### src/rtl/ysyx_22051013_wbu.sv
// ysyx_22051013_wbu -- write-back unit for the riscv64 core.
//
// Merges single-cycle ALU results and buffered LSU/MDU results onto the
// register file's single write port. LSU results always pass through a
// small FIFO. Each cycle at most one result commits, and the write port
// outputs are registered.
//
// Ports:
//   clk, rst                       clock, synchronous active-high reset
//   alu_valid/alu_rd/alu_data      ALU result in, alu_ready handshake out
//   lsu_valid/lsu_rd/lsu_data      LSU result in, lsu_ready handshake out
//   waddr/wdata/wen                register-file write port (registered)
//   lsu_cnt                        LSU FIFO occupancy
//   retire_cnt                     committed result count (x0 included)
module ysyx_22051013_wbu #(
  parameter  int LSU_DEPTH = 2,
  localparam int PW        = $clog2(LSU_DEPTH),
  localparam int CW        = PW + 1
) (
  input  logic          clk,
  input  logic          rst,
  input  logic          alu_valid,
  input  logic [4:0]    alu_rd,
  input  logic [63:0]   alu_data,
  output logic          alu_ready,
  input  logic          lsu_valid,
  input  logic [4:0]    lsu_rd,
  input  logic [63:0]   lsu_data,
  output logic          lsu_ready,
  output logic [4:0]    waddr,
  output logic [63:0]   wdata,
  output logic          wen,
  output logic [CW-1:0] lsu_cnt,
  output logic [63:0]   retire_cnt
);

  logic          wen_q,    wen_d;
  logic [4:0]    waddr_q,  waddr_d;
  logic [63:0]   wdata_q,  wdata_d;
  logic [CW-1:0] cnt_q,    cnt_d;
  logic [PW-1:0] wptr_q,   wptr_d;
  logic [PW-1:0] rptr_q,   rptr_d;
  logic [63:0]   retire_q, retire_d;
  logic [4:0]    mem_rd_q   [LSU_DEPTH];
  logic [4:0]    mem_rd_d   [LSU_DEPTH];
  logic [63:0]   mem_data_q [LSU_DEPTH];
  logic [63:0]   mem_data_d [LSU_DEPTH];

  logic full;
  logic push;
  logic lsu_win;
  logic alu_win;

  always_comb begin
    full      = (cnt_q == CW'(LSU_DEPTH));
    // Readies look only at registered occupancy, so a pop in this cycle
    // never opens a slot for a push in the same cycle.
    alu_ready = !rst && !full;
    lsu_ready = !rst && (cnt_q < CW'(LSU_DEPTH));
    push      = lsu_valid && lsu_ready;
    // A full FIFO always wins, which bounds the ALU stall to one cycle.
    lsu_win   = !rst && (full || ((cnt_q != '0) && !alu_valid));
    alu_win   = !rst && !lsu_win && alu_valid;
  end

  always_comb begin
    wen_d      = 1'b0;
    waddr_d    = waddr_q;
    wdata_d    = wdata_q;
    cnt_d      = cnt_q;
    wptr_d     = wptr_q;
    rptr_d     = rptr_q;
    retire_d   = retire_q;
    mem_rd_d   = mem_rd_q;
    mem_data_d = mem_data_q;

    if (rst) begin
      waddr_d  = '0;
      wdata_d  = '0;
      cnt_d    = '0;
      wptr_d   = '0;
      rptr_d   = '0;
      retire_d = '0;
    end else begin
      if (lsu_win) begin
        waddr_d  = mem_rd_q[rptr_q];
        wdata_d  = mem_data_q[rptr_q];
        wen_d    = (mem_rd_q[rptr_q] != 5'd0);
        rptr_d   = rptr_q + PW'(1);
        retire_d = retire_q + 64'd1;
      end else if (alu_win) begin
        waddr_d  = alu_rd;
        wdata_d  = alu_data;
        wen_d    = (alu_rd != 5'd0);
        retire_d = retire_q + 64'd1;
      end

      if (push) begin
        mem_rd_d[wptr_q]   = lsu_rd;
        mem_data_d[wptr_q] = lsu_data;
        wptr_d             = wptr_q + PW'(1);
      end

      case ({push, lsu_win})
        2'b10:   cnt_d = cnt_q + CW'(1);
        2'b01:   cnt_d = cnt_q - CW'(1);
        default: cnt_d = cnt_q;
      endcase
    end
  end

  always_ff @(posedge clk) begin
    wen_q      <= wen_d;
    waddr_q    <= waddr_d;
    wdata_q    <= wdata_d;
    cnt_q      <= cnt_d;
    wptr_q     <= wptr_d;
    rptr_q     <= rptr_d;
    retire_q   <= retire_d;
    mem_rd_q   <= mem_rd_d;
    mem_data_q <= mem_data_d;
  end

  assign wen        = wen_q;
  assign waddr      = waddr_q;
  assign wdata      = wdata_q;
  assign lsu_cnt    = cnt_q;
  assign retire_cnt = retire_q;

endmodule
### config.mk
export PLATFORM = sky130hd
export DESIGN_NAME = ysyx_22051013_wbu
export DESIGN_NICKNAME = d
export VERILOG_FILES = /design/src/rtl/ysyx_22051013_wbu.sv
export SDC_FILE = /design/constraint.sdc
export NUM_CORES = 1
export LEC_CHECK = 0
export ABC_AREA = 1
export BUFFER_PORTS_ARGS = -buffer_cell sky130_fd_sc_hd__clkbuf_2
export CAP_MARGIN = 25
export CORE_MARGIN = 10
export CORE_UTILIZATION = 40
export CTS_BUF_LIST = sky130_fd_sc_hd__clkbuf_16
export CTS_CLUSTER_SIZE = 16
export DETAILED_ROUTE_END_ITERATION = 10
export MAX_ROUTING_LAYER = met4
export SLEW_MARGIN = 5
export SYNTH_ARGS = -nofsm -noshare
export SYNTH_HDL_FRONTEND = slang
export SYNTH_SLANG_ARGS = --single-unit
### constraint.sdc
create_clock -name clk -period 8.5 [get_ports clk]
set_input_delay 0 -clock clk [delete_from_list [all_inputs] [get_ports clk]]
set_output_delay 0 -clock clk [all_outputs]
set_load 0.02 [all_outputs]
Word level (Yosys, flattened, before mapping)
Cells that the tools add are included.
{ "op_classes": {"n_addsub": 5, "magnitude_cmp": 4, "eq_ne": 3, "mux": 21, "bitwise_logic": 3, "reduce_logical": 19} }
{ "op_table": {"columns": ["operator", "count"], "rows": [
  ["64-bit 2-to-1 mux", 8],
  ["128-bit bitwise mux", 1],
  ["64-bit by 1-bit adder with 64-bit output (second input constant)", 1],
  ["64-bit demux with 1-bit select", 1],
  ["5-bit 2-to-1 mux", 6],
  ["10-bit bitwise mux", 1],
  ["5-bit nonzero test", 2],
  ["1-bit logical AND", 8],
  ["2-bit nonzero test", 3],
  ["5-bit demux with 1-bit select", 1],
  ["2-bit == test (second input constant)", 2],
  ["2-bit greater-or-equal comparator (second input constant)", 2],
  ["1-bit logical NOT", 4],
  ["1-bit NOT with 2-bit output", 2],
  ["2-bit one-hot mux with 2 select lines", 1],
  ["1-bit adder (second input constant)", 2],
  ["2-bit by 1-bit adder with 2-bit output (second input constant)", 1],
  ["2-bit by 1-bit == test with 1-bit output (second input constant)", 1],
  ["2-bit by 1-bit < comparator with 1-bit output (second input constant)", 1],
  ["2-bit < comparator (second input constant)", 1],
  ["1-bit 2-to-1 mux", 2],
  ["2-bit AND reduction", 1],
  ["2-bit by 1-bit subtractor with 2-bit output (second input constant)", 1],
  ["1-bit logical OR", 1],
  ["1-bit NOT", 1]
]} }
{ "totals": {"reg_bits": 276, "in_bits": 142, "output_inout_bits": 138, "word_cells": 66} }

Logic depth before layout (Yosys ltp)
Gate-level depths: netlist of run 1.
{ "logic_depth": {"word_depth": 9, "mapped_depth": 11, "depth_no_buf": 11} }

Worst setup path after synthesis of run 1
OpenSTA, ideal clock, no wires.
{ "synth_timing": {"path_type": "register -> register", "start": "reg cnt_q[1] (netlist: lsu_cnt[1])", "end": "reg mem_data_q[0] (netlist name) (enable)", "setup_ns": 0.498, "arrival_time_ns": 3.923, "required_ns": 8.002, "setup_slack_ns": 4.079, "path_stages_with_launch": 4, "path_buffers": 0, "period_less_slack_ns": 4.421, "cell_sequence": "dfxtp_1 -> nor2_1 -> nand2_1 -> nor2_1"} }
{ "synth_between": {"elab_chain_cells": 4} }
{ "synth_lines": {"columns": ["item", "line_no", "text"], "rows": [
  ["from (decl)", "40", "logic [CW-1:0] cnt_q, cnt_d;"],
  ["from (signal assigned)", "116", "cnt_q <= cnt_d;"],
  ["2-bit < comparator", "59", "lsu_ready = !rst && (cnt_q < CW'(LSU_DEPTH));"],
  ["1-bit logical AND", "59", null],
  ["named net lsu_ready", "29", "output logic lsu_ready,"],
  ["1-bit logical AND", "60", "push = lsu_valid && lsu_ready;"],
  ["2-bit AND reduction (no source line)", null, null],
  ["to (signal assigned)", "121", "mem_data_q <= mem_data_d;"],
  ["to (decl)", "46", "logic [63:0] mem_data_q [LSU_DEPTH];"]
]} }
The timed path passes the listed nets, and every way through them passes these cells.
A chain may end at the register's enable or synchronous reset.

Worst setup path after layout of run 1
{ "layout_timing": {"start": "reg cnt_q[0] (netlist: lsu_cnt[0])", "end": "reg wdata_q[35] (netlist: wdata[35])"} }
{ "layout_between": {"elab_chain_cells": 8, "elab_cells_between_ends": 10, "cone_classes": "eq/ne (1); mux (1); reduce/logical (8)"} }
{ "layout_lines": {"columns": ["item", "line_no", "text"], "rows": [
  ["2-bit nonzero test", "62", "lsu_win = !rst && (full || ((cnt_q != '0) && !alu_valid));"],
  ["1-bit logical AND", "62", null],
  ["1-bit logical OR (*)", "62", null],
  ["1-bit logical AND (*)", "62", null],
  ["1-bit logical NOT", "63", "alu_win = !rst && !lsu_win && alu_valid;"],
  ["1-bit logical AND (2 in a row)", "63", null],
  ["2-bit nonzero test (no source line)", null, null],
  ["to (signal assigned)", "115", "wdata_q <= wdata_d;"],
  ["to (decl)", "39", "logic [63:0] wdata_q, wdata_d;"]
]} }
Mark *: on every way between the ends. The rest lies on a longest branch, timed or not.

==> out/qor.log, run 1 <==
qor: clocking.worstSkewPairLatency 0.56 ns
qor: floorplan.die_h 194.3 um
qor: finish.sequential_cell_area 6908 sq um
qor: synthesis.synth-seq-cells 276
qor: setup_path.crit_path_max_fanout 86
qor: sta.maximum_frequency_from_static_timing_analysis 270.1 MHz
qor: finish.mostFrequentLayoutCell sky130_fd_sc_hd__nand2_1
qor: sta.timing.clock.skew 0.01206 ns
qor: finish.final.fill_count 2,767
qor: global_routing.grt_first_pass_wirelength 61,710 um
qor: synthesis.synthCells 1,462
qor: sta.setup_violations 0
qor: global_routing.global_route.usage.total 20.31%
qor: synthesis.synthesis.nets 1,606
qor: synthesis.synth_enable_flop_cells 138
qor: sta.final_max_slew_viol_count 0
qor: synthesis.synth_seq_area_share 56.81%
qor: job.max-cap-violations 0
qor: clocking.cts_tree built
qor: sta.finalSetupTns 0 ns
qor: setup_path.cp.required 8.95 ns
qor: floorplan.core-area 29,800 sq um
qor: global_routing.global_route.overflow_total 0
qor: synthesis.yosysUniqueCellTypes 34
qor: power.power_density 220.6 nW/um^2
qor: synthesis.synth-warning-count 0
qor: setup_path.worst-r2r-setup-slack 4.80 ns
qor: placed_design.detailedPlacementHpwl 26,300 um
qor: routing.drt_iter0_markers 743
qor: floorplan.starting_density 40.80%
qor: synthesis.post_synth_instance_area 12,160 sq um
qor: setup_path.worst_ep_arrival_time 4.15 ns
qor: placed_design.place_congestion 0.9685
qor: sta.timing.final.crit_share 43.56%
qor: routing.vias_per_cell 4.904
qor: routing.route.vias.total 11.19k
qor: sta.worstMarginPinSlew 1.010 ns
qor: clocking.cts.reportedPaths.clkPinSlew 0.06 ns
qor: global_routing.pin_count_of_the_biggest_net_entering_global_routing 87
qor: worst_hold_path.timing.hold.worst.class in2reg
qor: clocking.cts_made_buffers 30
qor: clocking.clk_path_buf_depth 3
qor: setup_path.crit_path_cell_trace inv_1 > nand2_1 > nand3_4 > nand2_4 > buf_4 > nand3_1 > o211ai_1 > inv_1
qor: routing.routed_wirelength 38,700 um
qor: clocking.cts_root_buf sky130_fd_sc_hd__clkbuf_16
qor: worst_hold_path.holdPathEnd waddr[3]$_SDFFE_PP0P_
qor: power.power.total 3596 uW
qor: finish.areaGrowthSynthToFinish 34.09%
qor: setup_path.critical_path.reg2reg.endpoint wdata[35]$_SDFFE_PP0P_
qor: finish.multi_input_area 4477 sq um
qor: global_routing.antenna_found_initial 6
qor: synthesis.ys_async_sr_fraction 0%
qor: routing.route.detailed.wl_per_inst 16.97 um
qor: floorplan.ioPinCount 280
qor: finish.post_route_cells_drive_above_1_share 18.89%
qor: synthesis.synth_top_cell_by_area sky130_fd_sc_hd__edfxtp_1
qor: outcome.status finished clean
qor: routing.dr_pass1_iterations 5
qor: synthesis.yosys_most_used_dff sky130_fd_sc_hd__edfxtp_1
qor: clocking.tritoncts_num_sinks 276
qor: worst_hold_path.min-delay-start rst
qor: setup_path.worstRegToRegCells 8
qor: floorplan.die_x 194.3 um
qor: finish.design.final.nets 2,006
qor: global_routing.first_global_vias 11.29k
qor: placed_design.io_buffers 279
qor: routing.detail-route-antenna-nets 0
qor: power.standby_leakage_power 0.007123 uW
qor: setup_path.critical_path.reg2reg.startpoint lsu_cnt[0]$_SDFFE_PP0P_
qor: synthesis.syn-mean-instance-area 8.315 sq um
qor: clocking.post_cts_buffers 0
qor: sta.slew_headroom 32.68%
qor: setup_path.critPathLaunch lsu_cnt[0]$_SDFFE_PP0P_
qor: setup_path.cpMostUsedCell sky130_fd_sc_hd__inv_1
qor: floorplan.fp-row-count 63
qor: setup_path.cp_slowest_stage_delay 1.02 ns
qor: sta.report.final.hold_viol_count 0
qor: sta.finalCriticalPeriod 3.703 ns
qor: finish.final_cell_mix sky130_fd_sc_hd__nand2_1 (510), sky130_fd_sc_hd__clkbuf_2 (279), sky130_fd_sc_hd__nor2_1 (159), sky130_fd_sc_hd__dlygate4sd3_1 (142), sky130_fd_sc_hd__inv_1 (140)
qor: sta.grt_setup_unrepaired no
qor: routing.detail_route.drc_violations 0
qor: power.ir_worst_vdd 0.0002013 V
qor: setup_path.startpoint_type register
qor: clocking.cts-htree-levels 1
qor: synthesis.post-synth-top-area-fraction 34.09%
qor: synthesis.synth_top_cells_by_area sky130_fd_sc_hd__edfxtp_1 (34%), sky130_fd_sc_hd__dfxtp_1 (23%), sky130_fd_sc_hd__nand2_1 (16%), sky130_fd_sc_hd__nor2_1 (5.0%), sky130_fd_sc_hd__nand3_1 (4.5%)
qor: setup_path.crit_type reg2reg
qor: floorplan.die_area 37,760 sq um
qor: setup_path.critPathSlowestCell sky130_fd_sc_hd__nand2_4
qor: setup_path.critical_path_sink_type register
qor: worst_hold_path.worstHoldPathCells 2
## worst max path at each step
stage | to | cells after the start
after floorplan | mem_data_q[0]$_DFFE_PP_ | 3
after global placement | wdata[42]$_SDFFE_PP0P_ | 8
after detailed placement | wdata[41]$_SDFFE_PP0P_ | 8
after CTS | wdata[41]$_SDFFE_PP0P_ | 8
after global routing | wdata[47]$_SDFFE_PP0P_ | 8
final | wdata[35]$_SDFFE_PP0P_ | 8
## flip-flops by register name, summed over array words and instances, names as in the netlist
register	count
wen	1
lsu_cnt	2
mem_rd_q	10
mem_data_q	128
rptr_q	1
waddr	5
retire_cnt	64
wptr_q	1
wdata	64
## worst max-delay path, delay by kind of cell (launching register included)
family | cells | cell delay [ns]
buf+inv | 3 | 0.97
flops | 1 | 0.41
compound gates | 1 | 0.15
simple gates | 4 | 1.98
## synthesized netlist by cell type (6+ instances only)
cell                       count
sky130_fd_sc_hd__nor2_1      161
sky130_fd_sc_hd__inv_1       133
sky130_fd_sc_hd__dfxtp_1     138
sky130_fd_sc_hd__a21oi_1      38
sky130_fd_sc_hd__xor2_1        9
sky130_fd_sc_hd__edfxtp_1    138
sky130_fd_sc_hd__clkbuf_1     33
sky130_fd_sc_hd__nor3_1       13
sky130_fd_sc_hd__buf_2        21
sky130_fd_sc_hd__nand3_1     110
sky130_fd_sc_hd__o211ai_1     66
sky130_fd_sc_hd__o21ai_0      16
sky130_fd_sc_hd__nand2_1     510
sky130_fd_sc_hd__nor2_4        6
sky130_fd_sc_hd__nand4_1      29
## through the flow
step	std cells	setup slack (ns)	hold slack, ns	area (sq um)	util (%)
2_1_floorplan	1462	4.079	0.09887	12160	-
4_1_cts	2274	4.472	0.01874	16270	54.59
3_5_place_dp	2077	3.833	0.1926	13840	46.45
6_report	2281	4.797	0.05028	16300	54.71
5_1_grt	2281	4.512	0.07976	16300	54.71
3_3_place_gp	2077	3.956	0.1900	13840	46.45
## layer usage
layer	vias to the layer above	wire length [um]	share of wire, %	GRT usage [%]
met3	76	2104	5.4	4.027
met4	0	1213	3.1	6.587
met1	5201	16530	43	24.38
li1	5594	-	-	-
met5	-	0	0	-
met2	315	18850	49	33.66
## kinds of logic after synthesis
group | count (synthesis) | share of synthesized area (%)
flops | 276 | 56.81
simple gates | 846 | 28.91
xor+xnor | 13 | 0.9366
buf+inv | 199 | 6.484
fa+ha+maj | 2 | 0.2058
compound gates | 126 | 6.649
## final cells by class
type | count | share of cell area, %
diodes | 6 | 0.09211
clock buffers | 30 | 4.605
clock inverters | 25 | 1.551
inverters | 138 | 3.185
multi-input cells | 987 | 27.46
flip-flops and latches | 276 | 42.38
well taps | 390 | 2.994
repair buffers | 429 | 17.73
## report_power, final
| group | internal [uW] | total, uW | switching, uW |
|---|---|---|---|
| clock | 790 | 1320 | 532 |
| combinational | 237 | 696 | 459 |
| sequential | 1510 | 1580 | 65.5 |
## repair_timing
action / 4_1_cts / 5_1_grt
resized for setup: 0 / 0
hold buffers: 142 / 0
hold endpoints to repair: 209 / 0
(Power assumes the default switching activity.)
==> inputs of run 2 (changes only) <==
==> constraint.sdc (replaced) <==
create_clock -name clk -period 3.9 [get_ports clk]
set_input_delay 0 -clock clk [delete_from_list [all_inputs] [get_ports clk]]
set_output_delay 0 -clock clk [all_outputs]
set_load 0.02 [all_outputs]
==> run 2 against run 1 <==
Effect of this change:
- cell area is 1.7% higher
- largest cell class unchanged
- setup slack worse by 4.1 ns
- clock skew is 0.0055 ns higher
- routed wire length is 0.62% higher
- die area stayed put
- first-iteration DRC count is 9.0% lower
- sequential cell count stayed put
- maximum frequency is 17% higher
- cell count is 1.3% higher
==> out/qor.log, run 2 (synthesized netlist as in run 1, its figures left out) <==
qor: global_routing.pin_count_of_the_biggest_net_entering_global_routing 93
qor: setup_path.cp_slowest_stage_delay 0.59 ns
qor: routing.detail-route-antenna-nets 0
qor: floorplan.die_h 194.3 um
qor: setup_path.critPathSlowestCell sky130_fd_sc_hd__dlygate4sd3_1
qor: placed_design.detailed_place.area 13,900 sq um
qor: clocking.cts_tree built
qor: global_routing.antenna_found_initial 9
qor: outcome.status finished clean
qor: clocking.post_cts_hold_buffer_count 155
qor: floorplan.fp-row-count 63
qor: clocking.ctsResizeCount 0
qor: clocking.post_cts_buffers 0
qor: power.standby_leakage_power 0.007227 uW
qor: routing.route.vias.total 11.24k
qor: sta.maximum_frequency_from_static_timing_analysis 316.7 MHz
qor: setup_path.worst_ep_arrival_time 3.57 ns
qor: floorplan.core-area 29,800 sq um
qor: setup_path.critical_path_sink_type register
qor: clocking.clk_path_buf_depth 3
qor: sta.timing.final.crit_share 80.97%
qor: setup_path.crit_path_cell_trace inv_2 > nand2_1 > nand3_4 > nand2_8 > buf_4 > nand3_1 > o211ai_1 > dlygate4sd3_1 > inv_1
qor: sta.timing.clock.skew 0.01755 ns
qor: finish.multi_input_area 4486 sq um
qor: finish.finish.instance_area 16,580 sq um
qor: sta.worstMarginPinSlew 0.9712 ns
qor: sta.finalCriticalPeriod 3.158 ns
qor: routing.vias_per_cell 4.866
qor: power.ir_worst_vdd 0.0003127 V
qor: sta.setup_violations 0
qor: setup_path.crit_path_max_fanout 70
qor: finish.final.fill_count 2,774
qor: setup_path.crit_type reg2reg
qor: worst_hold_path.timing.hold.worst.class in2reg
qor: sta.final_max_slew_viol_count 0
qor: power.power_density 484.4 nW/um^2
qor: clocking.cts.reportedPaths.clkPinSlew 0.06 ns
qor: clocking.cts_made_buffers 34
qor: sta.slew_headroom 35.25%
qor: global_routing.global_route.overflow_total 0
qor: finish.registers.top_by_ff_count mem_data_q
qor: global_routing.global_route.usage.total 20.61%
qor: global_routing.grt_first_pass_wirelength 62,570 um
qor: clocking.worstSkewPairLatency 0.51 ns
qor: clocking.tritoncts_num_sinks 276
qor: clocking.cts_root_buf sky130_fd_sc_hd__clkbuf_16
qor: sta.whs 0.03314 ns
qor: finish.largest_register_ffs 128
qor: sta.report.final.hold_viol_count 0
qor: clocking.cts-htree-levels 2
qor: sta.grt_setup_unrepaired no
qor: finish.final_cell_mix sky130_fd_sc_hd__nand2_1 (510), sky130_fd_sc_hd__clkbuf_2 (279), sky130_fd_sc_hd__nor2_1 (159), sky130_fd_sc_hd__dlygate4sd3_1 (155), sky130_fd_sc_hd__inv_1 (140)
qor: routing.dr_pass1_iterations 5
qor: placed_design.place_congestion 0.9464
qor: setup_path.cp.required 4.31 ns
qor: global_routing.first_global_vias 11.54k
qor: finish.design.final.nets 2,029
qor: placed_design.io_buffers 279
qor: finish.mostFrequentLayoutCell sky130_fd_sc_hd__nand2_1
qor: routing.drt_iter0_markers 676
qor: routing.routed_wirelength 38,940 um
qor: routing.route.detailed.wl_per_inst 16.86 um
qor: setup_path.startpoint_type register
qor: finish.sequential_cell_area 6908 sq um
qor: finish.areaGrowthSynthToFinish 36.41%
qor: floorplan.ioPinCount 280
qor: finish.post_route_cells_drive_above_1_share 19.26%
qor: floorplan.die_area 37,760 sq um
qor: sta.finalSetupTns 0 ns
qor: floorplan.starting_density 40.80%
qor: power.power.total 8032 uW
qor: routing.detail_route.drc_violations 0
qor: job.max-cap-violations 0
qor: floorplan.die_x 194.3 um
qor: placed_design.detailedPlacementHpwl 26,870 um
[run 2: cell types whose count changed in the layout (fill, tap and decap cells not counted), sizes merged]
cell | previous run | this run
bufinv | 5 | 1
diode | 6 | 9
dlygate4sd3 | 142 | 155
clkinvlp | 1 | 3
clkbuf | 309 | 316
inv | 144 | 146
buf | 8 | 14
[run 2: layout make-up]
class	instances	share of cell area, %
Antenna cell	9	0.1358
Clock buffer	37	5.583
Clock inverter	25	1.011
Inverter	138	3.139
Multi-Input combinational cell	987	27.05
Sequential cell	276	41.66
Tap cell	390	2.943
Timing Repair Buffer	448	18.48
[run 2: stage by stage]
step	instances	setup WS [ns]	utilization (%)
global placement	2083	1.276	46.64
CTS	2300	0.7312	55.51
floorplan	1462	0.6165	-
detailed placement	2083	1.191	46.64
finish	2310	0.7423	55.66
global route	2310	0.4660	55.66
[run 2: report_power, final]
| part | leakage (uW) | internal (uW) | switching, uW |
|---|---|---|---|
| sequential | 0.00239 | 3300 | 120 |
| clock | 0.000555 | 1790 | 1230 |
| combinational | 0.00428 | 557 | 1040 |
[run 2: final timing paths]
| check | startpoint | to | slack, ns | cells after the start |
|---|---|---|---|---|
| max | lsu_cnt[1]$_SDFFE_PP0P_ | wdata[41]$_SDFFE_PP0P_ | 0.74 | 9 |
| min reg2reg | retire_cnt[4]$_SDFFE_PP0P_ | retire_cnt[4]$_SDFFE_PP0P_ | 0.49 | 2 |
| min | alu_valid | waddr[2]$_SDFFE_PP0P_ | 0.03 | 5 |
| max reg2reg | lsu_cnt[1]$_SDFFE_PP0P_ | wdata[41]$_SDFFE_PP0P_ | 0.74 | 9 |
[run 2: worst max-delay path, delay by kind of cell (launching register included)]
kind	cells	cell delay [ns]
buffers and inverters	4	1.22
flip-flops	1	0.47
AND/OR/NAND/NOR	4	1.23
AO/OA/AOI/OAI	1	0.11
[run 2: layer usage]
metal / part of all wire (%) / up-vias / track usage, %
met5: 0 / - / -
met4: 2.7 / 0 / 6.587
met3: 5.9 / 72 / 4.251
met2: 49 / 343 / 34.37
met1: 43 / 5172 / 24.50
li1: - / 5653 / -
==> inputs of run 3 (changes only) <==
==> constraint.sdc (replaced) <==
create_clock -name clk -period 3.3 [get_ports clk]
set_input_delay 0 -clock clk [delete_from_list [all_inputs] [get_ports clk]]
set_output_delay 0 -clock clk [all_outputs]
set_load 0.02 [all_outputs]
==> run 3 against run 2 <==
Effect of this change:
- utilization down 0.21 points
- clock skew increased by 0.0059 ns
- setup slack got worse by 0.16 ns
- non-clock buffer count shrank 3
- sequential power grew 19%
- total power increased by 17%
- die area did not move
- sequential share of layout area increased by 0.16 points
- first-iteration DRC count increased by 12%
- via count is 0.80% higher
- critical path type unchanged
- critical endpoint is now wdata[28]$_SDFFE_PP0P_
==> out/qor.log, run 3 (synthesized netlist as in run 1, its figures left out) <==
qor: power.power.internal 6646 uW
qor: setup_path.critical_path_cell_count 9
qor: placed_design.detailedPlacementHpwl 26,500 um
qor: sta.finalSetupTns 0 ns
qor: floorplan.ioPinCount 280
qor: finish.design.final.nets 2,023
qor: setup_path.critPathLaunch lsu_cnt[0]$_SDFFE_PP0P_
qor: setup_path.cpMostUsedCell sky130_fd_sc_hd__inv_1
qor: setup_path.worst-r2r-setup-slack 0.59 ns
qor: finish.post_layout_util 55.45%
qor: global_routing.pin_count_of_the_biggest_net_entering_global_routing 110
qor: worst_hold_path.timing.hold.worst.class in2reg
qor: clocking.cts_made_buffers 31
qor: global_routing.global_route.usage.total 20.69%
qor: setup_path.cp_top_family buffers and inverters
qor: finish.final-instance-count-excl-fill 2,299
qor: floorplan.fp-row-count 63
qor: setup_path.critical_path_sink_type register
qor: setup_path.cp_slowest_stage_delay 0.58 ns
qor: routing.routed_wirelength 39,270 um
qor: finish.largest_register_ffs 128
qor: finish.mostFrequentLayoutCell sky130_fd_sc_hd__nand2_1
qor: sta.timing.final.crit_share 82.25%
qor: routing.route.vias.total 11.33k
qor: clocking.cts_root_buf sky130_fd_sc_hd__clkbuf_16
qor: routing.drt_iter0_markers 754
qor: global_routing.antenna_found_initial 5
qor: finish.registers.top_by_ff_count mem_data_q
qor: routing.detail_route.drc_violations 0
qor: power.p_sw_share 29.53%
qor: floorplan.die_area 37,760 sq um
qor: routing.detail-route-antenna-nets 0
qor: sta.timing.clock.skew 0.02345 ns
qor: floorplan.die_x 194.3 um
qor: setup_path.critical_path.reg2reg.endpoint wdata[28]$_SDFFE_PP0P_
qor: global_routing.first_global_vias 11.60k
qor: setup_path.crit_path_max_fanout 109
qor: clocking.ctsResizeCount 0
qor: setup_path.crit_type reg2reg
qor: sta.final_max_slew_viol_count 0
qor: finish.final.fill_count 2,709
qor: finish.post_route_cells_drive_above_1_share 18.80%
qor: clocking.tritoncts_num_sinks 276
qor: setup_path.crit_path_cell_trace inv_1 > nand2_1 > nand3_4 > nand2_8 > buf_12 > nand3_1 > o211ai_1 > dlygate4sd3_1 > inv_1
qor: clocking.cts_tree built
qor: setup_path.critical_path_buf_inv_count 4
qor: job.max-cap-violations 0
qor: floorplan.core-area 29,800 sq um
qor: floorplan.die_h 194.3 um
qor: global_routing.grt_first_pass_wirelength 62,620 um
qor: power.p_clk_share 37.1%
qor: finish.finish.instance_area 16,520 sq um
qor: clocking.cts-htree-levels 1
qor: setup_path.cp.required 3.78 ns
qor: global_routing.global_route.overflow_total 0
qor: outcome.status finished clean
qor: routing.route.detailed.wl_per_inst 17.08 um
qor: sta.whs 0.05248 ns
qor: power.power_density 570.9 nW/um^2
qor: power.p_switching 2785 uW
qor: setup_path.worst_ep_arrival_time 3.19 ns
qor: power.pwr-share-comb 19.9%
qor: setup_path.worstRegToRegCells 9
qor: placed_design.dp_cells 2,080
qor: power.seq_power_share 43.0%
qor: finish.final_cell_mix sky130_fd_sc_hd__nand2_1 (510), sky130_fd_sc_hd__clkbuf_2 (279), sky130_fd_sc_hd__nor2_1 (159), sky130_fd_sc_hd__dlygate4sd3_1 (156), sky130_fd_sc_hd__inv_1 (141)
qor: placed_design.place_congestion 0.9268
qor: routing.vias_per_cell 4.928
qor: clocking.clk_path_buf_depth 3
qor: power.standby_leakage_power 0.007204 uW
qor: setup_path.critical_path.reg2reg.startpoint lsu_cnt[0]$_SDFFE_PP0P_
qor: placed_design.io_buffers 279
qor: setup_path.startpoint_type register
qor: sta.maximum_frequency_from_static_timing_analysis 368.4 MHz
qor: setup_path.crit_end wdata[28]$_SDFFE_PP0P_
qor: sta.worstMarginPinSlew 0.9833 ns
qor: placed_design.detailed_place.area 13,910 sq um
qor: sta.setup_violations 0
qor: sta.finalCriticalPeriod 2.714 ns
qor: clocking.worstSkewPairLatency 0.58 ns
qor: floorplan.starting_density 40.80%
qor: setup_path.critPathSlowestCell sky130_fd_sc_hd__dlygate4sd3_1
qor: power.ir_worst_vdd 0.0004742 V
qor: sta.grt_setup_unrepaired no
qor: clocking.cts.reportedPaths.clkPinSlew 0.06 ns
qor: sta.slew_headroom 34.45%
qor: routing.dr_pass1_iterations 5
qor: finish.areaGrowthSynthToFinish 35.90%
qor: sta.report.final.hold_viol_count 0
qor: clocking.post_cts_buffers 0
## run 3: metal layers
layer	track usage (%)	part of all wire, %
met5	-	0
met4	6.019	2.6
met3	3.803	6.1
met2	34.85	49
met1	24.82	42
## run 3: through the flow
step / power [uW] / setup slack (ns)
5_1_grt: 9873 / 0.3543
4_1_cts: 9514 / 0.6313
6_report: 9431 / 0.5856
2_1_floorplan: 5208 / 0.01650
3_5_place_dp: 5825 / 1.092
3_3_place_gp: 5792 / 1.136
## run 3: worst min path at each step
stage / cells after the start / from / to
floorplan: 0 / lsu_data[0] / mem_data_q[0]$_DFFE_PP_
global placement: 1 / lsu_data[51] / mem_data_q[51]$_DFFE_PP_
detailed placement: 1 / lsu_data[1] / mem_data_q[1]$_DFFE_PP_
CTS: 6 / alu_valid / waddr[3]$_SDFFE_PP0P_
global route: 6 / alu_valid / waddr[3]$_SDFFE_PP0P_
finish: 6 / alu_valid / waddr[3]$_SDFFE_PP0P_
## run 3: power groups by stage
stage / clock network, uW / logic (uW) / registers, uW
2_1_floorplan: 0 / 898 / 4310
3_3_place_gp: 0 / 1670 / 4120
3_5_place_dp: 0 / 1700 / 4120
4_1_cts: 3570 / 1890 / 4060
5_1_grt: 3710 / 2080 / 4090
6_report: 3500 / 1880 / 4060
## run 3: repair_timing
| action | 4_1_cts | 5_1_grt |
|---|---|---|
| endpoints found under the setup margin | 0 | 0 |
| hold buffers | 156 | 0 |
| hold endpoints to repair | 223 | 0 |
## run 3: final cells by class
type | instances | area, sq um | area share [%]
Antenna cell | 5 | 12.51 | 0.07573
Multi-Input combinational cell | 987 | 4486 | 27.15
Sequential cell | 276 | 6908 | 41.81
Clock buffer | 31 | 775.7 | 4.696
Inverter | 138 | 520.5 | 3.151
Clock inverter | 27 | 260.3 | 1.575
Tap cell | 390 | 488.0 | 2.954
Timing Repair Buffer | 445 | 3070 | 18.59
## run 3: worst register-to-register path, delay by kind of cell (launching register included)
kind | cells | cell delay, ns
AOI/OAI and AO/OA | 1 | 0.12
buffers and inverters | 4 | 1.13
and+or+nand+nor | 4 | 0.97
DFF | 1 | 0.39
